===== src/rtl/game_timer_ctrl.sv =====
// Countdown timer sequencer for the game round.
// Owns the seconds time base (a per-period down-counter), a 0..99 second count
// and the game-phase FSM (IDLE / RUN / PAUSED / DONE).
//
// Ports:
//   ClockIn   - system clock
//   Reset     - synchronous, active-high
//   Start     - one-cycle pulse; starts or restarts a round
//   Pause     - level; 1 freezes the timer
//   Bonus     - one-cycle pulse; adds BONUS_SECONDS (saturating at 99)
//   Speed     - time-base select, period D = CLOCK_FREQUENCY >> Speed
//   TensValue - BCD tens digit of the count (combinational from the count flop)
//   OnesValue - BCD ones digit of the count (combinational from the count flop)
//   State     - 00 IDLE, 01 RUN, 10 PAUSED, 11 DONE
//   Tick      - one-cycle pulse in the cycle the count first shows a decrement
//   TimeUp    - one-cycle pulse on entry to DONE
module game_timer_ctrl #(
  parameter int unsigned CLOCK_FREQUENCY = 50000000,
  parameter int unsigned GAME_SECONDS    = 60,
  parameter int unsigned BONUS_SECONDS   = 5
) (
  input  logic       ClockIn,
  input  logic       Reset,
  input  logic       Start,
  input  logic       Pause,
  input  logic       Bonus,
  input  logic [1:0] Speed,
  output logic [3:0] TensValue,
  output logic [3:0] OnesValue,
  output logic [1:0] State,
  output logic       Tick,
  output logic       TimeUp
);

  localparam int unsigned DIV_W = (CLOCK_FREQUENCY > 1) ? $clog2(CLOCK_FREQUENCY) : 1;
  localparam int unsigned CNT_W = 7;
  localparam int unsigned SUM_W = 8;

  localparam logic [CNT_W-1:0] COUNT_MAX  = 7'd99;
  localparam logic [CNT_W-1:0] GAME_COUNT = CNT_W'(GAME_SECONDS);
  localparam logic [SUM_W-1:0] BONUS_ADD  = SUM_W'(BONUS_SECONDS);

  typedef enum logic [1:0] {
    ST_IDLE   = 2'b00,
    ST_RUN    = 2'b01,
    ST_PAUSED = 2'b10,
    ST_DONE   = 2'b11
  } state_t;

  state_t           state_q,   state_d;
  logic [CNT_W-1:0] count_q,   count_d;
  logic [DIV_W-1:0] div_q,     div_d;
  logic             tick_q,    tick_d;
  logic             time_up_q, time_up_d;

  logic [31:0]      period;
  logic [DIV_W-1:0] reload;
  logic             expire;
  logic [SUM_W-1:0] sum;
  logic [CNT_W-1:0] next_count;

  // Divider reload value D-1 for the currently selected speed; D never below 1.
  always_comb begin
    period = 32'(CLOCK_FREQUENCY) >> Speed;
    if (period == 32'd0) begin
      period = 32'd1;
    end
    reload = DIV_W'(period - 32'd1);
  end

  // Count update for tick and/or bonus; the sum is one bit wider so the
  // saturation to 99 sees the true value.
  always_comb begin
    expire = (state_q == ST_RUN) && !Pause && (div_q == '0);
    sum    = SUM_W'(count_q);
    if (Bonus) begin
      sum = sum + BONUS_ADD;
    end
    if (expire && (count_q != '0)) begin
      sum = sum - 8'd1;
    end
    next_count = (sum > SUM_W'(COUNT_MAX)) ? COUNT_MAX : CNT_W'(sum);
  end

  // Next-state and register-input logic.
  always_comb begin
    state_d   = state_q;
    count_d   = count_q;
    div_d     = div_q;
    tick_d    = 1'b0;
    time_up_d = 1'b0;

    case (state_q)
      ST_IDLE: begin
        if (Start) begin
          state_d = ST_RUN;
          count_d = GAME_COUNT;
          div_d   = reload;
        end
      end

      ST_RUN: begin
        if (Start) begin
          count_d = GAME_COUNT;
          div_d   = reload;
        end else begin
          count_d = next_count;
          if (expire) begin
            div_d  = reload;
            tick_d = 1'b1;
          end else if (!Pause) begin
            div_d = div_q - DIV_W'(1);
          end
          // A bonus landing with the last tick keeps the round alive.
          if (expire && (next_count == '0)) begin
            state_d   = ST_DONE;
            time_up_d = 1'b1;
          end else if (Pause) begin
            state_d = ST_PAUSED;
          end
        end
      end

      ST_PAUSED: begin
        if (Start) begin
          state_d = ST_RUN;
          count_d = GAME_COUNT;
          div_d   = reload;
        end else begin
          // Divider holds so a resume continues mid-period.
          count_d = next_count;
          if (!Pause) begin
            state_d = ST_RUN;
          end
        end
      end

      ST_DONE: begin
        if (Start) begin
          state_d = ST_RUN;
          count_d = GAME_COUNT;
          div_d   = reload;
        end
      end

      default: begin
        state_d = ST_IDLE;
        count_d = GAME_COUNT;
        div_d   = reload;
      end
    endcase
  end

  // State and datapath registers.
  always_ff @(posedge ClockIn) begin
    if (Reset) begin
      state_q   <= ST_IDLE;
      count_q   <= GAME_COUNT;
      div_q     <= reload;
      tick_q    <= 1'b0;
      time_up_q <= 1'b0;
    end else begin
      state_q   <= state_d;
      count_q   <= count_d;
      div_q     <= div_d;
      tick_q    <= tick_d;
      time_up_q <= time_up_d;
    end
  end

  // BCD digits straight off the count register.
  assign TensValue = 4'(count_q / 7'd10);
  assign OnesValue = 4'(count_q % 7'd10);

  assign State  = state_q;
  assign Tick   = tick_q;
  assign TimeUp = time_up_q;

endmodule


===== config.mk =====
export PLATFORM = sky130hd
export DESIGN_NAME = game_timer_ctrl
export DESIGN_NICKNAME = d
export VERILOG_FILES = /design/src/rtl/game_timer_ctrl.sv
export SDC_FILE = /design/constraint.sdc
export NUM_CORES = 1
export LEC_CHECK = 0
export CAP_MARGIN = 20
export CORE_MARGIN = 5
export CORE_UTILIZATION = 65
export CTS_CLUSTER_SIZE = 40
export DETAILED_ROUTE_END_ITERATION = 8
export GPL_ROUTABILITY_DRIVEN = 0
export GPL_TIMING_DRIVEN = 1
export PLACE_DENSITY = 0.92
export SLEW_MARGIN = 30
export SYNTH_ARGS = -nofsm -noshare
export SYNTH_HDL_FRONTEND = slang
export SYNTH_SLANG_ARGS = --single-unit

===== constraint.sdc =====
create_clock -name ClockIn -period 5.3 [get_ports ClockIn]
set_clock_uncertainty 0.2 [all_clocks]
set_input_delay 1.06 -clock ClockIn [delete_from_list [all_inputs] [get_ports ClockIn]]
set_output_delay 1.06 -clock ClockIn [all_outputs]
set_load 0.01 [all_outputs]

==> results by group, run 1 <==
Status
  – Status: complete, no violations

Power
  – Leakage: 1.196 nW
  – Power density over the cells: 419.4 nW/um^2
  – Max IR drop VDD: 0.0003249 V

Worst setup path
  – Crit path max fanout: 14
  – Arr. time, crit path: 3.66 ns
  – Crit. End Element: primary output
  – CP Class: reg -> out
  – CP startpoint kind: register
  – CP required: between 4 and 5 ns

Final layout
  – Synth-to-Final Area Change: 9.311%
  – Commonest non-fill, non-tap cell in the layout: nand2_1
  – Net count, final: between 300 and 400
  – Final instance area: approximately 3300 um^2
  – Share of layout cells above drive strength 1: roughly 7.6%
  – FILL cells: 336
  – Most frequent cells in the layout: nand2_1, nor2_1, edfxtp_1
  – Antenna diode count: 0

Floorplan
  – Top Ports: 19
  – Die ar.: 6163 um^2
  – Core box area: 4629 um^2
  – Die Width: around 80 um
  – Die H: 78.51 um
  – Site row count: 25
  – Initial Util: ~66%

Yosys
  – Post-synth top flop: edfxtp_1
  – Mean post-synth cell area: 8.427 um^2
  – Yosys top cell area share: approximately a quarter
  – Flip-flop and latch count after synthesis: 37
  – Asr flop ratio synth: 0%
  – Post-synth EDFFs: 26
  – Syn Inst Count: ~360
  – Warnings from Yosys: 0
  – Synth cell types: 64
  – Net count of the mapped netlist: 379
  – Dominant cells by area after synthesis: edfxtp_1, dfxtp_1, xnor2_1
  – Sequential-to-total area share from yosys stat: 32.81%
  – Synthesized area: a little over 3000 um^2
  – Cell taking the most area after synthesis: edfxtp_1

Route
  – DRC: 0
  – Detailed Route WL: 7.194 mm
  – DR top layer: met4
  – Initial drt markers: 329
  – Wire length on met2: 3.288 mm
  – Vias per inst: 6.623
  – Antenna viol nets, final: 0
  – Iteration count of the initial detailed-routing pass: 5
  – Wire length per cell: 17.05 um
  – Metal-1 WL: 3.273 mm
  – Vias: 2795
  – Met3 WL post-DR: 503 um

CTS
  – Clock Sinks: 37
  – Clk root buf: clkbuf_8
  – Clk_lat worst skew: 0.30 ns
  – Htree depth: 2
  – Cts hold-fix bufs: 0
  – Clock-pin slew on the worst setup and hold paths: approximately 0.080 ns
  – CTS tree: done
  – Inserted Clock Buffers: 5
  – Clock Path Buffers: 2

Global route
  – Gr ovfl total: 0
  – Pin count of the biggest net entering global routing: 27
  – Vias in the first global route: 2669
  – Initial antenna violation count: 0
  – Gr usage total: 25.07%
  – Global-route wire length before repair: 12.54 mm

Hold path
  – Min-delay worst type: reg -> reg

Timing
  – Tmin final: 4.920 ns
  – RSZ-0062 raised after global routing: no
  – Slew HR: 49.41%
  – Slew @ Worst Pin: approximately 0.76 ns
  – Hold Fails Final Rpt: 0
  – FMAX: between 0.2 and 0.25 GHz
  – Crit share post-route: between 90% and 100%
  – Final setup vio count: 0
  – Slew Viols, Final: 0
  – Setup TNS: 0 ns
  – Final WS setup: 0.3804 ns

Place
  – Placement Cell Area: 3217 um^2
  – Hpwl dp: 5.055 mm
  – I/O Buffers: 18
  – Setup Slack @ Placement: around 0.57 ns

Job
  – Max Cap Violations: 0
-- final timing paths --
| check | startpoint | to | slack [ns] | depth (start not counted) |
|---|---|---|---|---|
| setup / recovery | count_q[5] | OnesValue[2] | 0.38 | 10 |
| hold reg to reg | State[0] | State[0] | 0.36 | 2 |
| hold / removal | State[0] | State[0] | 0.36 | 2 |
| setup reg to reg | count_q[0] | count_q[3] | 1.65 | 10 |
-- state kept, by name, indices dropped and copies added (netlist names), named ones only --
| name | flops |
|---|---|
| Tick | 1 |
| div_q | 25 |
| count_q | 7 |
| TimeUp | 1 |
| State | 2 |
-- Yosys cell counts (2+ instances only) --
cell,count
a21oi_1,23
o22ai_1,4
inv_1,15
and4_1,4
nand2_1,45
nor3_1,11
xnor2_1,22
nand4_1,4
or4_1,5
and2_1,7
a2111oi_0,2
nand3_1,9
nand2b_1,8
edfxtp_1,26
a31o_2,2
mux2i_1,5
or4_4,2
nor2_1,32
buf_1,2
o211a_1,3
dfxtp_1,11
nor2b_1,3
o211ai_1,5
o311ai_1,2
a21boi_0,2
xor2_1,11
clkbuf_1,16
or2_2,4
o31a_1,3
ha_1,10
or3_1,6
or4b_1,2
a211oi_1,3
nor3b_1,2
a31oi_1,5
nor4_1,8
o21ai_0,11
-- cells by family after synthesis --
logic type	share of synthesized area (%)
XOR/XNOR	10.21
adder cells (fa/ha/maj)	4.430
AO/OA/AOI/OAI	17.72
buffers and inverters	4.840
flip-flops	32.81
multiplexers	1.641
AND/OR/NAND/NOR	28.34
-- what timing repair did --
| action | 4_1_cts | 5_1_grt |
|---|---|---|
| setup endpoints to repair | 0 | 2 |
| buffers inserted | 0 | 0 |
| gates resized for setup | 0 | 3 |
-- metrics by stage --
| stage | instances | hold WS (ns) | total power [mW] | util [%] |
|---|---|---|---|---|
| 6_report | 422 | 0.3570 | 1.399 | 72.03 |
| 5_1_grt | 422 | 0.4072 | 1.501 | 72.03 |
| 4_1_cts | 422 | 0.3632 | 1.384 | 71.86 |
| 3_5_place_dp | 414 | 0.3423 | 1.131 | 69.49 |
| 3_3_place_gp | 414 | 0.3280 | 1.105 | 69.43 |
| 2_1_floorplan | 362 | 0.3314 | 0.9280 | - |
-- area by class of cell --
type / instances / area (um^2) / area share, %
clock buffer: 5 / 68.82 / 2.064
clock inverter: 3 / 41.29 / 1.238
inverter: 15 / 56.30 / 1.689
multi-input combinational: 289 / 1909 / 57.26
sequential: 37 / 1003 / 30.09
tap: 54 / 67.56 / 2.026
timing repair buffer: 19 / 187.7 / 5.629
-- per-layer routing --
| layer | vias to the layer above | track usage, % |
|---|---|---|
| li1 | 1335 | - |
| met1 | 1314 | 34.52 |
| met2 | 129 | 39.81 |
| met3 | 17 | 4.243 |
| met4 | 0 | 8.566 |
| met5 | - | 0 |
-- report_power, final --
part | internal (mW) | leakage, nW | total (mW) | switching [mW]
Sequential | 0.369 | 0.332 | 0.455 | 0.0860
Clock | 0.139 | 0.0518 | 0.249 | 0.110
Combinational | 0.311 | 0.812 | 0.695 | 0.383
Total | 0.819 | 1.20 | 1.40 | 0.579
-- critical path, cell delays in order (launching register included) --
cell and delay (ns):
dfxtp_1 0.59, nor2b_1 0.24, o22ai_1 0.13, o21ai_0 0.36, and2_1 0.21, ha_1 0.22
a21boi_0 0.28, o22ai_1 0.15, a211oi_2 0.39, mux2i_1 0.23, clkdlybuf4s50_1 0.55
No activity file was read; power rests on OpenSTA's default activity.
==> run 2, diff against run 1 <==
CORE_UTILIZATION = 46   (was 65)
HOLD_SLACK_MARGIN = 0.02   (was not set)
PLACE_DENSITY = 0.7   (was 0.92)
==> run 2 against run 1 <==
  * Via count shrank 6.7%
  * Clock power about the same
  * Largest power group unchanged
  * First-iteration DRC count down 54%
  * Routed wire length down 5.3%
==> results by group, run 2 (same netlist as run 1, synthesis figures left out) <==
Status
  – Status: complete, no violations

Floorplan
  – Die H: 91.44 um (+16%)
  – Die Width: 91.44 um (+16%)
  – Die ar.: 8360 um^2 (+36%)
  – Core box area: 6386 um^2 (+38%)
  – Top Ports: 19 (unchanged)
  – Site row count: 29 (+16%)
  – Initial Util: 47.77% (-18 points)

Timing
  – Setup TNS: 0 ns (unchanged)
  – Slew Viols, Final: 0 (unchanged)
  – RSZ-0062 raised after global routing: no
  – Tmin final: 5.068 ns (+0.1484 ns)
  – Slew @ Worst Pin: 0.8296 ns (+0.07352 ns)
  – FMAX: 0.1973 GHz (-2.9%)
  – Worst hold slack: 0.3344 ns (-0.02259 ns)
  – Hold Fails Final Rpt: 0 (unchanged)
  – Final setup vio count: 0 (unchanged)
  – Slew HR: 44.49% (-4.9 points)
  – Crit share post-route: 95.62% (+2.8 points)

Worst setup path
  – CP max-delay cell: dfxtp_1
  – CP required: 4.04 ns (about the same)
  – Crit path cell chain: xor2_1 > o22ai_1 > o21ai_0 > and2_1 > ha_1 > a21boi_0 > o22ai_1 > a211oi_1 > mux2i_1 > clkdlybuf4s50_1
  – CP peak stage delay: 0.64 ns (+0.05 ns)
  – CP Class: reg -> out
  – Arr. time, crit path: 3.81 ns (+0.15 ns)
  – CP most frequent cell: o22ai_1
  – CP startpoint kind: register
  – Crit path max fanout: 16 (+2)
  – Crit. End Element: primary output

Route
  – Iteration count of the initial detailed-routing pass: 4 (-1)
  – Initial drt markers: 151 (-54%)
  – Detailed Route WL: 6.813 mm (-5.3%)
  – Antenna viol nets, final: 0 (unchanged)
  – Vias: 2607 (-6.7%)
  – DRC: 0 (unchanged)
  – Vias per inst: 5.858 (-12%)
  – Wire length per cell: 15.31 um (-10%)

Global route
  – Vias in the first global route: 2439 (-8.6%)
  – Pin count of the biggest net entering global routing: 27 (unchanged)
  – Gr ovfl total: 0 (unchanged)
  – Initial antenna violation count: 0 (unchanged)
  – Gr usage total: 16.20% (-8.9 points)
  – Global-route wire length before repair: 11.42 mm (-8.9%)

Power
  – Sequential Power Share: 32.7% (+0.2 points)
  – Switching Fraction: 40.82% (-0.61 points)
  – Sw Pwr: 563.4 uW (-2.7%)
  – Internal power: 817.0 uW (-0.27%)
  – Combinational fraction of design power: 49.5% (-0.2 points)
  – Power density over the cells: 411.2 nW/um^2 (-2.0%)
  – Clk pwr share: 17.9% (about the same)
  – Max IR drop VDD: 0.0003795 V (+17%)
  – Leakage: 1.195 nW (about the same)

CTS
  – Htree depth: 2 (unchanged)
  – Clock Path Buffers: 2 (unchanged)
  – Cts hold-fix bufs: 0 (unchanged)
  – Clk root buf: clkbuf_8
  – Clk_lat worst skew: 0.30 ns (about the same)
  – Clock Sinks: 37 (unchanged)
  – Clock-pin slew on the worst setup and hold paths: 0.08 ns (about the same)
  – CTS resizes: 0 (unchanged)
  – Post-CTS Setup Repair Bufs: 0 (unchanged)
  – CTS tree: done
  – Inserted Clock Buffers: 5 (unchanged)

Job
  – Max Cap Violations: 0 (unchanged)

Place
  – Placed insts: 437 (+5.6%)
  – Hpwl dp: 4.972 mm (-1.6%)
  – I/O Buffers: 18 (unchanged)

Final layout
  – Reg with most FFs: div_q
  – Synth-to-Final Area Change: 10.05%
  – Net count, final: 384 (unchanged)
  – Share of layout cells above drive strength 1: 7.065% (-0.54 points)
  – Number of flip-flops in the largest register: 25 (unchanged)
  – Commonest non-fill, non-tap cell in the layout: nand2_1
  – Antenna diode count: 0 (unchanged)
  – Most frequent cells in the layout: nand2_1, nor2_1, edfxtp_1
  – Final core utilization: 52.57% (-19 points)
  – Final non-filler cell total: 445 (+5.5%)

Hold path
  – Min-delay worst type: reg -> reg
[run 2: cell types whose count changed in the layout (fill, tap and decap cells not counted)]
| cell | delta |
|---|---|
| dfxtp_2 | -1 |
| a211oi_1 | +1 |
| dfxtp_1 | +1 |
| a211oi_2 | -1 |
[run 2: final timing paths]
path,slack (ns),endpoint,start,depth (start not counted)
worst min register to register,0.33,State[0],State[0],2
worst max-delay path,0.23,OnesValue[2],count_q[4],10
worst max register to register,1.72,count_q[2],count_q[0],10
worst min-delay path,0.33,State[0],State[0],2
[run 2: power by group through the flow]
| stage | sequential, mW | combinational (mW) | clock, mW |
|---|---|---|---|
| CTS | 0.449 | 0.677 | 0.248 |
| floorplan | 0.409 | 0.519 | 0 |
| finish | 0.451 | 0.683 | 0.247 |
| global placement | 0.454 | 0.664 | 0 |
| detailed placement | 0.456 | 0.670 | 0 |
| global route | 0.462 | 0.753 | 0.263 |
[run 2: critical path: cells and delay by family (launching register included)]
family,cells,cell delay (ns)
mux,1,0.25
fa+ha+maj,1,0.23
buf+inv,1,0.55
flops,1,0.64
simple gates,1,0.21
compound gates,5,1.41
xor+xnor,1,0.23
[run 2: metrics by stage]
stage               power (mW)  worst slack, ns  cell area [um^2]
floorplan               0.9280            1.180              3050
global placement         1.119           0.7125              3243
detailed placement       1.126           0.5806              3246
CTS                      1.374           0.2399              3356
global route             1.479         0.001701              3357
finish                   1.380           0.2320              3357
[run 2: final cells by class]
cell class	instances	area, um^2
fillers	581	3029
multi-input cells	289	1904
flip-flops and latches	37	1002
repair buffers	19	187.7
well taps	77	96.34
clock buffers	5	68.82
inverters	15	56.30
clock inverters	3	41.29
[run 2: routing by layer]
metal  vias to the layer above  wire length [um]  GRT usage (%)
met3                        15               379          2.810
met4                         0               123          4.768
li1                       1330                 -              -
met5                         -                 0              0
met1                      1188              3493          23.98
met2                        74              2817          23.99
